## config.mk

```make
export PLATFORM = sky130hd
export DESIGN_NAME = frame_sequencer
export DESIGN_NICKNAME = d
export VERILOG_FILES = /design/src/rtl/frame_sequencer.sv
export SDC_FILE = /design/constraint.sdc
export NUM_CORES = 2
export LEC_CHECK = 0
export BUFFER_PORTS_ARGS = -buffer_cell sky130_fd_sc_hd__buf_2
export CORE_MARGIN = 2
export CORE_UTILIZATION = 65
export CTS_CLUSTER_SIZE = 14
export DETAILED_ROUTE_END_ITERATION = 8
export HOLD_SLACK_MARGIN = 0.06
export PLACE_DENSITY = 0.9
export SETUP_SLACK_MARGIN = 0.4
export SLEW_MARGIN = 20
export SYNTH_ARGS = -nofsm -noshare
export SYNTH_HDL_FRONTEND = slang
export SYNTH_SLANG_ARGS = --single-unit
```

## constraint.sdc

```tcl
create_clock -name ahb_hclk -period 20.1 [get_ports ahb_hclk]
set_input_delay 1.005 -clock ahb_hclk [delete_from_list [all_inputs] [get_ports ahb_hclk]]
set_output_delay 1.005 -clock ahb_hclk [all_outputs]
set_load 0.1 [all_outputs]
```

## src/rtl/frame_sequencer.sv

```systemverilog
// Sequences one edge-filter pass: raster-order source reads, destination addresses for filter results.
// rd_req rises two cycles after start is sampled high; reads stall while buffered results reach PEND_THRESH.
module frame_sequencer #(
    parameter int BUSWIDTH    = 32,
    parameter int PIX_BYTES   = 1,
    parameter int MAX_DIM     = 1024,
    parameter int PEND_MAX    = 8,
    parameter int PEND_THRESH = 5
) (
    input  logic                ahb_hclk,
    input  logic                n_rst,
    input  logic                start,
    input  logic [BUSWIDTH-1:0] width,
    input  logic [BUSWIDTH-1:0] height,
    input  logic [BUSWIDTH-1:0] read_start,
    input  logic [BUSWIDTH-1:0] write_start,
    output logic                rd_req,
    output logic [BUSWIDTH-1:0] rd_addr,
    input  logic                rd_ack,
    input  logic                flt_valid,
    output logic                wr_req,
    output logic [BUSWIDTH-1:0] wr_addr,
    input  logic                wr_ack,
    output logic                busy,
    output logic                done,
    output logic                cfg_err,
    output logic                ovf
);
    localparam int PW = $clog2(PEND_MAX + 1);
    localparam logic [BUSWIDTH-1:0] ONE   = BUSWIDTH'(1);
    localparam logic [BUSWIDTH-1:0] TWO   = BUSWIDTH'(2);
    localparam logic [BUSWIDTH-1:0] MIN_D = BUSWIDTH'(3);
    localparam logic [BUSWIDTH-1:0] MAX_D = BUSWIDTH'(MAX_DIM);
    localparam logic [BUSWIDTH-1:0] STEP  = BUSWIDTH'(PIX_BYTES);
    localparam logic [PW-1:0]       P_ONE = PW'(1);
    localparam logic [PW-1:0]       P_MAX = PW'(PEND_MAX);
    localparam logic [PW-1:0]       P_THR = PW'(PEND_THRESH);

    typedef enum logic [2:0] {IDLE, CHECK, RUN, DRAIN, DONE, ERROR} state_t;
    state_t state, state_nxt;

    logic                start_q, start_d;
    logic                trig, dims_bad, last_pix;
    logic                rd_fire, wr_fire, flt_in, flt_acc, flt_drop;
    logic [BUSWIDTH-1:0] w_l, h_l, col, row;
    logic [BUSWIDTH-1:0] rd_cnt, wr_cnt, pix_total, wr_total;
    logic [PW-1:0]       pend_cnt;

    // Only a rising edge of the registered start launches a frame.
    assign trig     = start_q & ~start_d;
    assign dims_bad = (w_l < MIN_D) || (h_l < MIN_D) || (w_l > MAX_D) || (h_l > MAX_D);
    assign last_pix = (row == h_l - ONE) && (col == w_l - ONE);
    assign rd_fire  = rd_req & rd_ack;
    assign wr_fire  = wr_req & wr_ack;
    assign flt_in   = flt_valid & ((state == RUN) | (state == DRAIN));
    assign flt_acc  = flt_in & (pend_cnt != P_MAX);
    assign flt_drop = flt_in & (pend_cnt == P_MAX);

    always_ff @(posedge ahb_hclk or negedge n_rst) begin
        if (!n_rst) begin
            state <= IDLE;
        end else begin
            state <= state_nxt;
        end
    end

    always_comb begin
        state_nxt = state;
        rd_req    = 1'b0;
        wr_req    = 1'b0;
        busy      = 1'b0;
        done      = 1'b0;
        cfg_err   = 1'b0;
        case (state)
            IDLE: begin
                if (trig) state_nxt = CHECK;
            end
            CHECK: begin
                busy = 1'b1;
                if (!start_q)      state_nxt = IDLE;
                else if (dims_bad) state_nxt = ERROR;
                else               state_nxt = RUN;
            end
            RUN: begin
                busy   = 1'b1;
                rd_req = (rd_cnt < pix_total) && (pend_cnt < P_THR);
                wr_req = (pend_cnt != '0);
                if (!start_q)                        state_nxt = IDLE;
                else if (rd_req && rd_ack && last_pix) state_nxt = DRAIN;
            end
            DRAIN: begin
                busy   = 1'b1;
                wr_req = (pend_cnt != '0);
                if (!start_q)                                    state_nxt = IDLE;
                else if ((wr_cnt == wr_total) && (pend_cnt == '0)) state_nxt = DONE;
            end
            DONE: begin
                done = 1'b1;
                if (!start_q) state_nxt = IDLE;
            end
            ERROR: begin
                cfg_err = 1'b1;
                if (!start_q) state_nxt = IDLE;
            end
            default: state_nxt = IDLE;
        endcase
    end

    always_ff @(posedge ahb_hclk or negedge n_rst) begin
        if (!n_rst) begin
            start_q   <= 1'b0;
            start_d   <= 1'b0;
            w_l       <= '0;
            h_l       <= '0;
            col       <= '0;
            row       <= '0;
            rd_cnt    <= '0;
            wr_cnt    <= '0;
            pix_total <= '0;
            wr_total  <= '0;
            pend_cnt  <= '0;
            rd_addr   <= '0;
            wr_addr   <= '0;
            ovf       <= 1'b0;
        end else begin
            start_q <= start;
            start_d <= start_q;
            if (flt_drop) ovf <= 1'b1;
            if (state_nxt == IDLE) begin
                col      <= '0;
                row      <= '0;
                rd_cnt   <= '0;
                wr_cnt   <= '0;
                pend_cnt <= '0;
                rd_addr  <= '0;
                wr_addr  <= '0;
            end else if (state == IDLE) begin
                w_l     <= width;
                h_l     <= height;
                rd_addr <= read_start;
                wr_addr <= write_start;
            end else begin
                // Frame totals are derived once from the latched dimensions.
                if (state == CHECK) begin
                    pix_total <= w_l * h_l;
                    wr_total  <= (w_l - TWO) * (h_l - TWO);
                end
                if (rd_fire) begin
                    rd_addr <= rd_addr + STEP;
                    rd_cnt  <= rd_cnt + ONE;
                    if (col == w_l - ONE) begin
                        col <= '0;
                        row <= row + ONE;
                    end else begin
                        col <= col + ONE;
                    end
                end
                if (wr_fire) begin
                    wr_addr <= wr_addr + STEP;
                    wr_cnt  <= wr_cnt + ONE;
                end
                if (flt_acc && !wr_fire)      pend_cnt <= pend_cnt + P_ONE;
                else if (!flt_acc && wr_fire) pend_cnt <= pend_cnt - P_ONE;
            end
        end
    end
endmodule

```

; ---- Word-level counts from Yosys, hierarchy flattened
; Index checks and enable logic that the tools add are counted.
[totals]
regBits = 330
inputBits = 134
out_inout_bits = 70
wordCells = 125
[op_classes]
add_sub_neg = 12
mul = 2
n_lt_le_gt_ge = 6
n_eq_ne = 11
n_mux = 38
n_bitwise = 10
n_reduce_logical = 31
[op_table]
columns = op, n
row1 = two-way mux 32 bit, 20
row2 = "adder 32 x 1 -> 32 bit, second input constant", 6
row3 = == test 32 bit, 3
row4 = "greater-than comparator 32 x 11 -> 1 bit, second input constant", 2
row5 = "less-than comparator 32 x 2 -> 1 bit, second input constant", 2
row6 = multiplier 32 x 32 -> 32 bit, 2
row7 = "subtractor 32 x 1 -> 32 bit, second input constant", 2
row8 = "subtractor 32 x 2 -> 32 bit, second input constant", 2
row9 = less-than comparator 32 bit, 1
row10 = two-way mux 3 bit, 8
row11 = two-way mux 4 bit, 4
row12 = one-hot mux 3 bit (5 select lines), 1
row13 = nonzero test 3 bit, 3
row14 = AND reduction 2 bit, 4
row15 = logical AND 1 bit, 7
row16 = bitwise AND 1 bit, 6
row17 = "== test 3 x 2 -> 1 bit, second input constant", 2
row18 = "== test 3 bit, second input constant", 2
row19 = logical NOT 3 bit, 2
row20 = AND reduction 3 bit, 2
row21 = nonzero test 2 bit, 3
row22 = two-way mux 1 bit, 5
row23 = "adder 4 x 1 -> 4 bit, second input constant", 1
row24 = "== test 4 bit, second input constant", 1
row25 = 13 further kinds, 19

; ---- Depth between registers and ports, before layout
[depth]
depth_word = 10
depth_mapped = 37
depth_no_buf = 34

; ---- Worst setup path before layout
; No wires, ideal clock.
[synth_timing]
path_kind = register to register
from = reg h_l[1]
to = reg wr_total[31]
setup_time_ps = 131
arrival_time_ps = 9699
required_ps = 19969
path_slack_ps = 10269
path_stages_with_launch = 36
n_path_buf = 3
period_less_slack_ps = 9831
cell_sequence = dfrtp_1 inv_1 clkbuf_1 buf_1 ha_1 nor3b_1 nand4_1 clkbuf_1 or4_1 xnor2_1 nand2_1 fa_1 inv_1 fa_1 inv_1 fa_1 inv_1 fa_1 inv_1 fa_1 inv_1 fa_1 fa_1 inv_1 fa_1 xnor2_1 xnor2_1 xnor2_1 xnor2_1 xnor2_1 xnor2_1 xnor3_1 xnor3_1 xnor3_1 xnor2_1 o21ai_1
[synth_between]
elab_chain_len = 10
elab_cells_between_ends = 19
cone_classes = add/sub: 2 / mul: 1 / order compare: 2 / eq/ne: 1 / mux: 5 / bitwise: 1 / reduce/logical: 7
[synth_rtl]
columns = item, line_no
row1 = "start, declared", 45  ; logic [BUSWIDTH-1:0] w_l, h_l, col, row;
row2 = "start signal, assigned", 139  ; h_l <= height;
row3 = "parallel branches: the longest is 10 deep, another holds subtractor 32 x 2 -> 32 bit", --
row4 = "end signal, assigned", 146  ; wr_total <= (w_l - TWO) * (h_l - TWO);
row5 = "end, declared", 46  ; logic [BUSWIDTH-1:0] rd_cnt, wr_cnt, pix_total, wr_total;
; Parallel ways; which one is timed is not known.
; A chain may end at the register's enable or synchronous reset.

; ---- Worst setup path after layout
[layout_timing]
from = reg w_l[1]
to = reg wr_total[31]
[layout_between]
elab_chain_len = 10
elab_cells_between_ends = 19
cone_classes = add/sub: 2 / mul: 1 / order compare: 2 / eq/ne: 1 / mux: 5 / bitwise: 1 / reduce/logical: 7
[layout_rtl]
columns = item, line_no
row1 = "start, declared", 45
row2 = "start signal, assigned", 138  ; w_l <= width;
row3 = "parallel branches: the longest is 10 deep, another holds subtractor 32 x 2 -> 32 bit", --
; Parallel ways; which one is timed is not known.

==> impl_metrics.py <==
metrics = {
    "layout": {
        "layout.filler_cells": 5530,
        "post_layout_nonfiller_instances": 7063,
        "post_route_cells_drive_above_1_share_pct": 8.49,
        "flow.area_growth_from_synthesis_pct": 6.70,
        "layout.nets": 7236,
    },
    "route": {
        "wl_per_cell_microns": 22.0,
        "drtIter0Drc": 5206,
        "post_drt_via_cell_ratio": 6.25,
        "dr_total_vias": 44100,
        "routed_wirelength_mm": 156,
        "post-route-drc-count": 0,
        "ant_nets": 0,
        "first_pass_iteration_count_of_the_detailed_router": 9,
    },
    "global_routing": {
        "grt_max_degree": 81,
        "first_pass_grt_wire_length_mm": 247,
        "overflow": 0,
        "groute.usage.overall_pct": 39.0,
        "grt_pass1_vias": 46300,
        "grt_antenna_before_repair": 2,
    },
    "yosys": {
        "post_synth_instance_area_sq_mm": 0.0512,
        "yosys.cell_count.top_type": "sky130_fd_sc_hd__inv_1",
        "synth_cell_type_count": 78,
        "synth_largest_type_area_fraction_pct": 32.0,
        "synth_seq_cells": 329,
        "yosys.area.top_type": "sky130_fd_sc_hd__fa_1",
        "number_of_flops_mapped_to_enable_cells_by_yosys": 0,
        "seq_area_frac_synth_pct": 16.1,
        "asyncSetResetFlopFracSynth_pct": 100,
        "ys.flop_type": "sky130_fd_sc_hd__dfrtp_1",
        "yosys-top-cells-count": "sky130_fd_sc_hd__inv_1 (1017), sky130_fd_sc_hd__nand2_1 (936), sky130_fd_sc_hd__fa_1 (817)",
        "postSynthCellCount": 5938,
        "synthesis.yosys.warnings": 0,
        "synth_fp_nets": 7183,
        "synthTopCellsByArea": "sky130_fd_sc_hd__fa_1 (32%), sky130_fd_sc_hd__dfrtp_1 (16%), sky130_fd_sc_hd__inv_1 (7.5%), sky130_fd_sc_hd__ha_1 (7.2%), sky130_fd_sc_hd__nand2_1 (6.9%)",
        "synth_area_per_cell_sq_um": 8.62,
    },
    "place": {
        "gp_congestion": 1.03,
        "dp_hpwl_mm": 116,
        "port-buffer-count": 203,
        "cell_total_after_placement": 6988,
    },
    "sta": {
        "final_min_period_over_clock_period_pct": 54.5,
        "setup-violations-final": 0,
        "grt_setup_unrepaired": "false",
        "slew_headroom_pct": 12.8,
        "final_period_minus_worst_setup_slack_ps": 10960,
        "timing_hold_violations_final": 0,
        "skew_ps": 58.6,
        "report.final.slew_viol_count": 0,
        "maxClockFrequency_ghz": 0.0913,
        "fin_setup_tns_ps": 0,
        "timing_worst_slew_pin_value_ps": 1300,
    },
    "clocking": {
        "register_clock_pin_slew_on_the_reported_worst_setup_and_hold_paths_ps": 80,
        "clock_latency_ps": 620,
        "cts_max_level": 2,
        "clock-sinks": 329,
        "cts_buffer_depth": 3,
        "postCtsResizedCells": 0,
        "cts_hold_repair.buffers": 0,
        "cts_inserted_buffers": 41,
        "cts_tree": "yes",
        "cts.repair_timing.setup_buffer_count": 0,
        "clk_root_buf": "sky130_fd_sc_hd__clkbuf_16",
    },
    "setup_path": {
        "crit_path_frequent_cell": "sky130_fd_sc_hd__fa_1",
        "reg2reg_to": "wr_total[31]",
        "cpLargestDelayFamily": "adder cells",
        "critical_path_class": "reg -> reg",
        "timing.critical_path.required_ps": 20580,
        "crit_path_top_delay_cell": "sky130_fd_sc_hd__xor2_1",
        "critical_path_peak_fanout": 35,
        "critPathLaunchType": "flip-flop",
        "worstPathBufferInverterCount": 7,
        "worstReg2RegStart": "w_l[1]",
        "reg2regPathDepth": 31,
        "reg2reg_slack_ps": 9140,
        "cp-end-kind": "flip-flop",
        "crit_path_max_incr_delay_ps": 870,
        "critical_path_arrival_ps": 11440,
    },
    "floorplan": {
        "initial_core_util_pct": 65.8,
        "core-area_sq_mm": 0.0777,
        "io_pins": 204,
        "die_area_sq_mm": 0.0810,
        "die_x_microns": 285,
        "placement_rows": 102,
        "die_h_microns": 285,
    },
    "flow_run": {
        "max-cap-violations": 0,
    },
    "status": {
        "run_status": "complete, no violations",
    },
    "worst_hold_path": {
        "min_path_type": "in -> async",
    },
}
## cells by family (layout without fill, tap and decap cells)
| group | Yosys count | in the layout | synth area share [%] |
|---|---|---|---|
| and+or+nand+nor | 1975 | 1975 | 17.6 |
| buffers and inverters | 1323 | 1406 | 9.75 |
| adders and majority gates | 1111 | 1111 | 39.2 |
| AOI/OAI and AO/OA | 690 | 690 | 8.13 |
| xor gates and xnor gates | 435 | 435 | 7.63 |
| DFF | 329 | 329 | 16.1 |
| muxes | 75 | 75 | 1.63 |
| other | 0 | 2 | 0 |
## how the worst max path moves through the flow
stage	start	endpoint	slack, ps	depth (start not counted)
6_report	w_l[1]	wr_total[31]	9140	31
5_1_grt	h_l[2]	wr_total[31]	8700	33
4_1_cts	h_l[2]	wr_total[31]	9440	33
3_5_place_dp	h_l[2]	wr_total[31]	9430	33
3_3_place_gp	h_l[2]	wr_total[31]	9750	33
2_1_floorplan	h_l[1]	wr_total[31]	10270	35
## per-stage QoR
step	worst slack, ps	util (%)	hold slack [ps]	area (sq um)
floorplan	10270	-	449	51200
global placement	9750	68.5	450	53200
detailed placement	9430	68.5	464	53200
CTS	9440	70.2	371	54600
global route	8700	70.3	396	54600
finish	9140	70.3	356	54600
## worst reg2reg max path, delay by kind of cell, from the launching register on
kind	cells	cell delay (ps)
fa+ha+maj	10	4830
simple gates	5	2060
compound gates	7	1640
xor+xnor	2	1030
buf+inv	7	900
flops	1	380
## metal layers
| layer | track usage [%] | up-vias | share of wire (%) |
|---|---|---|---|
| met5 | 0 | - | 0 |
| met3 | 9.28 | 951 | 13 |
| met4 | 26.9 | 0 | 8.5 |
| met1 | 48.7 | 21400 | 34 |
| li1 | - | 18600 | - |
| met2 | 60.3 | 3131 | 45 |
## placed cells by master (no fill, tap or decap), drive strengths merged, types with 14 or more instances in the layout
master and instances:
inv 1021, nand2 936, fa 817, nor2 408
dfrtp 329, buf 314, ha 294, xnor2 262
a21oi 253, o21ai 199, xor2 166, and2 142
nand3 102, mux2 65, clkbuf 58, o31ai 56
nor4 51, and3 45, a21o 44, or3 44
nand4 42, nand2b 41, or4 41, nor3 39
or2 25, nor2b 19, a31oi 18, o21a 15
a211oi 14, a2111oi 14
## layout make-up
type | count | area, sq um | share of cell area [%]
antenna | 2 | 5.00 | 0.00917
clock buffer | 58 | 1200 | 2.20
clock inverter | 15 | 141 | 0.259
inverter | 1019 | 3820 | 7.00
multi-input combinational | 4286 | 38000 | 69.7
sequential | 329 | 8240 | 15.1
tap | 1040 | 1300 | 2.38
timing repair buffer | 314 | 1860 | 3.41
## sequential cells by signal, indices dropped and copies added, names as in the netlist
signal and flops:
col 32, h_l 32, pix_total 32, rd_addr 32
rd_cnt 32, row 32, w_l 32, wr_addr 32
wr_cnt 32, wr_total 31, pend_cnt 4, state 3
ovf 1, start_d 1, start_q 1
Power is left out: the tool's default activity adds up to more than one toggle a clock period on the data nets, which glitch-free logic cannot reach.
